**config.mk**
```make
export PLATFORM = sky130hd
export DESIGN_NAME = servo_frame_sched
export DESIGN_NICKNAME = d
export VERILOG_FILES = /design/src/rtl/servo_frame_sched.sv
export SDC_FILE = /design/constraint.sdc
export NUM_CORES = 1
export LEC_CHECK = 0
export ABC_AREA = 1
export CORE_MARGIN = 2
export CORE_UTILIZATION = 63
export CTS_CLUSTER_DIAMETER = 40
export CTS_CLUSTER_SIZE = 8
export DETAILED_ROUTE_END_ITERATION = 8
export PLACE_DENSITY_LB_ADDON = 0.15
export RECOVER_POWER = 25
export REMOVE_ABC_BUFFERS = 1
export SLEW_MARGIN = 20
export SYNTH_ARGS = -nofsm -noshare
export SYNTH_HDL_FRONTEND = slang
export SYNTH_SLANG_ARGS = --single-unit
```
**constraint.sdc**
```tcl
create_clock -name clk -period 4.5 [get_ports clk]
set_input_delay 0.45 -clock clk [delete_from_list [all_inputs] [get_ports clk]]
set_output_delay 0.45 -clock clk [all_outputs]
set_load 0.05 [all_outputs]
```
**src/rtl/servo_frame_sched.sv**
```systemverilog
// Frame scheduler for the two-channel (left/right) servo PWM path.
// Owns the shared tick prescaler and frame counter, accepts position updates
// over valid/ready, and applies them slew-limited only at frame boundaries.
module servo_frame_sched #(
  parameter int CLK_DIV      = 100,
  parameter int PERIOD_TICKS = 3000,
  parameter int MIN_PULSE    = 1000,
  parameter int POS_MAX      = 1000,
  parameter int POS_RESET    = 500,
  parameter int SLEW_STEP    = 20
) (
  input  logic        clk,
  input  logic        rst,
  input  logic        enable,
  input  logic        pos_valid,
  output logic        pos_ready,
  input  logic        pos_ch,
  input  logic [10:0] pos_val,
  output logic        pwm_left,
  output logic        pwm_right,
  output logic        frame_start,
  output logic        at_target,
  output logic        err_range
);

  localparam int PW = (CLK_DIV > 1) ? $clog2(CLK_DIV) : 1;
  localparam logic signed [12:0] SLEW_S = 13'(SLEW_STEP);

  typedef enum logic [1:0] {IDLE, RUN, LATCH} state_t;

  state_t        state, state_next;
  logic [PW-1:0] presc;
  logic [11:0]   cnt;
  logic [10:0]   target_l, target_r;
  logic [11:0]   active_l, active_r;
  logic [11:0]   goal_l, goal_r;
  logic          pwm_l_q, pwm_r_q, fs_q, err_q;
  logic          tick, wrap, ready_raw, xfer;

  // Move one active width toward its goal by at most SLEW_STEP; 13-bit signed so
  // the difference never wraps.
  function automatic logic [11:0] slew(input logic [11:0] act, input logic [11:0] goal);
    logic signed [12:0] d, s;
    logic        [12:0] sum;
    d = $signed({1'b0, goal}) - $signed({1'b0, act});
    if (d > SLEW_S)       s = SLEW_S;
    else if (d < -SLEW_S) s = -SLEW_S;
    else                  s = d;
    sum = $unsigned($signed({1'b0, act}) + s);
    return sum[11:0];
  endfunction

  assign goal_l = 12'(MIN_PULSE) + {1'b0, target_l};
  assign goal_r = 12'(MIN_PULSE) + {1'b0, target_r};
  assign tick   = (presc == PW'(CLK_DIV - 1));
  assign wrap   = tick && (cnt == 12'(PERIOD_TICKS - 1));
  assign xfer   = pos_valid && ready_raw;

  // State register.
  // NOTE: every clocked block uses non-blocking (<=) so all registers update
  // from the same pre-edge values; blocking here would create ordering races.
  always_ff @(posedge clk) begin
    if (rst) state <= IDLE;
    else     state <= state_next;
  end

  // Next-state and handshake-ready decode.
  // NOTE: defaults are assigned before the case so no path leaves a signal
  // unassigned, which would otherwise infer a latch.
  always_comb begin
    state_next = state;
    ready_raw  = 1'b1;
    case (state)
      IDLE:    if (enable) state_next = RUN;
      RUN:     if (!enable) state_next = IDLE;
               else if (wrap) state_next = LATCH;
      LATCH: begin
        ready_raw  = 1'b0;
        state_next = enable ? RUN : IDLE;
      end
      default: state_next = IDLE;
    endcase
  end

  // Prescaler and frame counter; held at 0 whenever not running.
  always_ff @(posedge clk) begin
    if (rst || !enable || state == IDLE) begin
      presc <= '0;
      cnt   <= '0;
    end else if (tick) begin
      presc <= '0;
      cnt   <= wrap ? 12'd0 : cnt + 12'd1;
    end else begin
      presc <= presc + PW'(1);
    end
  end

  // Targets from the handshake (clamped) and slew-limited active widths at LATCH.
  // NOTE: targets and active widths are ordinary registers, not memories, so they
  // are reset explicitly to the centre position.
  always_ff @(posedge clk) begin
    if (rst) begin
      target_l <= 11'(POS_RESET);
      target_r <= 11'(POS_RESET);
      active_l <= 12'(MIN_PULSE + POS_RESET);
      active_r <= 12'(MIN_PULSE + POS_RESET);
      err_q    <= 1'b0;
    end else begin
      err_q <= 1'b0;
      if (xfer) begin
        err_q <= (pos_val > 11'(POS_MAX));
        if (pos_ch) target_r <= (pos_val > 11'(POS_MAX)) ? 11'(POS_MAX) : pos_val;
        else        target_l <= (pos_val > 11'(POS_MAX)) ? 11'(POS_MAX) : pos_val;
      end
      if (state == LATCH) begin
        active_l <= slew(active_l, goal_l);
        active_r <= slew(active_r, goal_r);
      end
    end
  end

  // Registered PWM comparators and frame_start pulse on entry to RUN.
  always_ff @(posedge clk) begin
    if (rst) begin
      pwm_l_q <= 1'b0;
      pwm_r_q <= 1'b0;
      fs_q    <= 1'b0;
    end else begin
      pwm_l_q <= enable && (state != IDLE) && (cnt < active_l);
      pwm_r_q <= enable && (state != IDLE) && (cnt < active_r);
      fs_q    <= (state_next == RUN) && (state != RUN);
    end
  end

  // Outputs are forced low while rst is asserted, including the first reset cycle.
  assign pos_ready   = !rst && ready_raw;
  assign pwm_left    = !rst && pwm_l_q;
  assign pwm_right   = !rst && pwm_r_q;
  assign frame_start = !rst && fs_q;
  assign err_range   = !rst && err_q;
  assign at_target   = !rst && (active_l == goal_l) && (active_r == goal_r);

endmodule

```
Yosys cells after proc, flatten, opt, wreduce, memory -nomap -nowiden
Cells that the tools add are included.
{"block": "totals", "ff_bits": 71, "output_inout_bits": 6}
{"block": "classes", "n_addsub": 8, "order_cmp": 7, "n_eq_ne": 8, "n_mux": 16, "n_bitwise": 2, "n_reduce_logical": 23}
{"op": "$mux W12", "n": 9}
{"op": "$gt A13 B6 Y1 const B", "n": 2}
{"op": "$lt A13 B6 Y1 const B", "n": 2}
{"op": "$sub A12 B12 Y13", "n": 2}
{"op": "$add A10 B11 Y12 const A", "n": 2}
{"op": "$add A12 B12 Y12", "n": 2}
{"op": "$eq A12 B12 Y1", "n": 2}
{"op": "$lt A12 B12 Y1", "n": 2}
{"op": "$logic_and A1 B1 Y1", "n": 13}
{"op": "$add A12 B1 Y12 const B", "n": 1}
{"op": "$eq A12 B12 Y1 const B", "n": 1}
{"op": "$gt A11 B10 Y1 const B", "n": 1}
{"op": "$mux W11", "n": 1}
{"op": "$add A7 B1 Y7 const B", "n": 1}
{"op": "$eq A7 B7 Y1 const B", "n": 1}
{"op": "$mux W2", "n": 3}
{"op": "$pmux W2 S3", "n": 1}
{"op": "$eq A2 B1 Y1 const B", "n": 2}
{"op": "$reduce_and A2 Y1", "n": 2}
{"op": "$reduce_or A2 Y1", "n": 2}
{"op": "$eq A2 B2 Y1 const B", "n": 1}
{"op": "$logic_not A1 Y1", "n": 2}
{"op": "$logic_not A2 Y1", "n": 1}
{"op": "$logic_or A1 B1 Y1", "n": 2}
{"op": "4 further kinds", "n": 6}

Logic depth before layout (Yosys ltp)
{"block": "depth", "depth_word": 8, "depth_mapped": 30, "mapped_depth_nobuf": 30}

Least setup slack after synthesis
Ideal clock, no wire load.
{"block": "synth_path", "path_type": "register to register", "from": "register target_l[3]", "to": "register active_l[8]", "arrival_ns": 3.792, "required_ns": 4.381, "setup_slack_ns": 0.589, "path_stages_with_launch": 25, "n_path_buf": 0, "cell_sequence": "dfxtp_1 ha_1 or2_2 nor3_1 nand2_1 or2_2 nand2_1 inv_1 ha_1 inv_1 nor3_1 a21boi_2 nor2_2 nor2_1 nor2_1 ha_1 fa_1 nand3_1 nand2_1 a21oi_1 nor2_1 o21ai_0 nand2_1 o21ai_0 nand2_1"}
{"block": "synth_via", "elab_chain_cells": 8}
{"element": "start, declared", "line_no": "34", "source": "logic [10:0] target_l, target_r;"}
{"element": "start signal, assigned", "line_no": "103", "source": "target_l <= 11'(POS_RESET);"}
{"element": "start signal, assigned", "line_no": "113", "source": "else target_l <= (pos_val > 11'(POS_MAX)) ? 11'(POS_MAX) : pos_val;"}
{"element": "$add A10 B11 Y12 *", "line_no": "53", "source": "assign goal_l = 12'(MIN_PULSE) + {1'b0, target_l};"}
{"element": "$sub A12 B12 Y13 *", "line_no": "45", "source": "d = $signed({1'b0, goal}) - $signed({1'b0, act});"}
{"element": "$lt A13 B6 Y1", "line_no": "47", "source": "else if (d < -SLEW_S) s = -SLEW_S;"}
{"element": "$mux W12", "line_no": "47"}
{"element": "$mux W12 *", "line_no": "46", "source": "if (d > SLEW_S) s = SLEW_S;"}
{"element": "$mux W12 *", "line_no": "115", "source": "if (state == LATCH) begin"}
{"element": "$mux W12 *", "line_no": "102", "source": "if (rst) begin"}
{"element": "$add A12 B12 Y12 *", "line_no": "49", "source": "sum = $unsigned($signed({1'b0, act}) + s);"}
{"element": "end signal, assigned", "line_no": "105", "source": "active_l <= 12'(MIN_PULSE + POS_RESET);"}
{"element": "end signal, assigned", "line_no": "116", "source": "active_l <= slew(active_l, goal_l);"}
{"element": "end, declared", "line_no": "35", "source": "logic [11:0] active_l, active_r;"}
Every way passes the cells marked *; elsewhere a longest branch is shown, timed or not. The select of a mux whose other input is x is not followed.
A chain may end at the register's enable or synchronous reset.

Final worst setup path
Same ends and word-level chain as after synthesis.

==> flow_summary.toml <==
[outcome]
status = "finished with violations"
violations = "capacitance limit, slew limit"

[cts]
cts.sinks = 71
numCtsBuffers = 9
clockBufferDepth = 2
clk_pin_slew_ns = 0.09
clkLatencyLatePin_ns = 0.36
cts_hold_buf = 0
htree_levels = 3
root_buffer = "clkbuf_8"
tritoncts = "done"

[synthesis]
synth_compound_area_share_pct = 15.3
synth_top_flop_cell = "dfxtp_1"
synth.area.mux_share_pct = 0
synth_top_area_share_pct = 22.5
synthArstFlopShare_pct = 0
synthesis.area_um2 = 6320
synth-simple-area-share_pct = 33.8
synth-xor-area-share_pct = 2.49
synth_cells = 1000
synth-edff-count = 0
synth.distinct_cells = 42
synth_fa_ha_area_share_pct = 15.5
yosys-top-cells-area = "dfxtp_1 (22%), nand2_1 (16%), ha_1 (14%), inv_1 (9.4%), a21oi_1 (6.7%)"
synth_top_family_by_area = "simple AND/OR/NAND/NOR gates"
synth_seq_cells = 71
avgSynthCellArea_um2 = 6.32
synth_warnings = 0
ys_seq_area_share_pct = 22.5
synth_top_cell_by_area = "dfxtp_1"

[floorplan]
placementRows = 36
die-area_um2 = 10900
dieHeight_um = 104
die_w_um = 104
io_pins = 22
initial_core_util_pct = 64.7
core-area_um2 = 9770

[layout]
utilization_pct = 70.8
area_delta_synth_final_pct = 9.54
final_nets = 1114
seqCellArea_um2 = 1420
fin_cells = 1160
layout-drive-gt1-share_pct = 4.87
diodes = 0
multi_input_area_um2 = 4270
n_fill_cell = 882

[route]
num_vias = 6387
drc_errors = 0
drt_iter0_markers = 368
wire_per_inst_um = 13.8
routed_wirelength_um = 16000
ant_nets = 0
viasPerCell = 5.51
firstDrtPassIters = 5

[critical_path]
required_ns = 4.81
worstSetupEndpointType = "flip-flop"
cp_common_cell = "nand2_1"
start_kind = "flip-flop"
crit_path_top_delay_cell = "fa_2"
critPathMaxFanout = 6
crit_family = "simple AND/OR/NAND/NOR gates"
arrival_ns = 4.57
crit_start = "target_l[3]"
crit_type = "reg2reg"
path_buf_inv = 2
r2r_start = "target_l[3]"
slowest_delay_ns = 0.38

[global_route]
grt_pass1_vias = 5857
grt_overflow_total = 0
grt_pass1_wl_um = 26500
grt_max_degree = 26
antenna_found_initial = 0
track_usage_pct = 29.6

[hold_path]
hold_path.startpoint = "presc[0]"
hold_class = "reg2reg"

[sta]
setup_viol = 0
finClkSkew_ns = 0.0104
tightestPinTransition_ns = 1.65
fmax_ghz = 0.235
hold_violations = 0
fin_crit_sh_pct = 94.5
fin_crit_ns = 4.25
drv_slew = 11
slew_headroom_pct = -11.3

[power]
power_density_nw_per_um2 = 282
ir_worst_vdd_uv = 187
power.leakage_nw = 3.52

[place]
dpl.cell_count = 1143
portBuffers = 21
gp_congestion = 0.948
place_hpwl_um = 12600

[run]
maxCapViolations = 1
## per-layer routing
layer	vias up	GRT usage, %	wire length [um]
met5	-	0	0
li1	3374	-	-
met1	2822	38.4	7370
met2	157	50.3	7480
met4	0	10.2	440
met3	34	4.14	667
## logic make-up after synthesis
family                   count (synthesis)
flip-flops                              71
AND/OR/NAND/NOR                        490
adder cells (fa/ha/maj)                 76
buffers and inverters                  174
XOR/XNOR                                18
AO/OA/AOI/OAI                          171
## worst paths after layout
kind	to	slack (ns)	cells past startpoint
max	active_l[8]	0.25	25
min	presc[0]	0.45	1
max reg2reg	active_l[8]	0.25	25
min reg2reg	presc[0]	0.45	1
## what timing repair did
item / in CTS / in global routing
endpoints found under the setup margin: 0 / 6
resized for setup: 0 / 11
setup buffers: 0 / 1
## final cells by class
class                   instances  area share (%)
well taps                     133            2.40
clock inverters                 7            1.37
clock buffers                   9            1.79
flip-flops and latches         71            20.5
multi-input cells             755            61.7
repair buffers                 26            3.58
inverters                     159            8.62
## cell usage in the layout, fill, tap and decap left out, types with 7 or more instances in the layout
cell type          n
nand2_1          261
inv_1            158
nor2_1            84
a21oi_1           82
nand3_1           73
ha_1              71
dfxtp_1           71
o21ai_0           42
nand4_1           25
clkdlybuf4s50_1   19
nor3_1            15
xor2_1            13
o211ai_1          10
clkbuf_8           9
nor4_1             7
a31oi_1            7
## registers in the layout (all words and copies together), names as in the netlist
name,cells
active_r,12
target_r,11
pwm_l_q,1
presc,7
state,2
fs_q,1
cnt,12
err_q,1
active_l,12
pwm_r_q,1
target_l,11
## worst register-to-register path: cells and delay by family (launching register included)
kind                     cells  cell delay, ns
adder cells (fa/ha/maj)      4            1.08
AO/OA/AOI/OAI                5            0.86
AND/OR/NAND/NOR             14            1.84
flip-flops                   1            0.33
buffers and inverters        2            0.12
## synth_stat cells (all sizes together) (3+ instances only)
cell / count
o21bai: 4
o21ai: 45
xor2: 13
fa: 4
a21o: 3
inv: 158
a31oi: 7
or2: 6
nor4: 7
nor3: 17
nand4: 25
o221ai: 4
nor3b: 5
nand2: 264
nand3: 76
a21boi: 3
ha: 72
buf: 5
clkbuf: 10
xnor2: 5
nand3b: 3
o211ai: 10
dfxtp: 71
a21oi: 87
nor2: 87
## metrics by stage
stage               cell area [um^2]  worst slack (ns)  TNS [ns]  hold slack, ns  power, mW
floorplan                       6260             0.587         0           0.418       1.20
global placement                6670             0.390         0           0.432       1.34
detailed placement              6670             0.189         0           0.441       1.35
CTS                             6890             0.149         0           0.453       1.92
global route                    6920           -0.0401   -0.0401           0.474       2.08
finish                          6920             0.247         0           0.450       1.95
## power breakdown
| group | internal, mW | switching [mW] |
|---|---|---|
| sequential | 0.642 | 0.0117 |
| clock | 0.313 | 0.264 |
| combinational | 0.265 | 0.458 |
| total | 1.22 | 0.733 |
No activity file was read; power rests on OpenSTA's default activity.
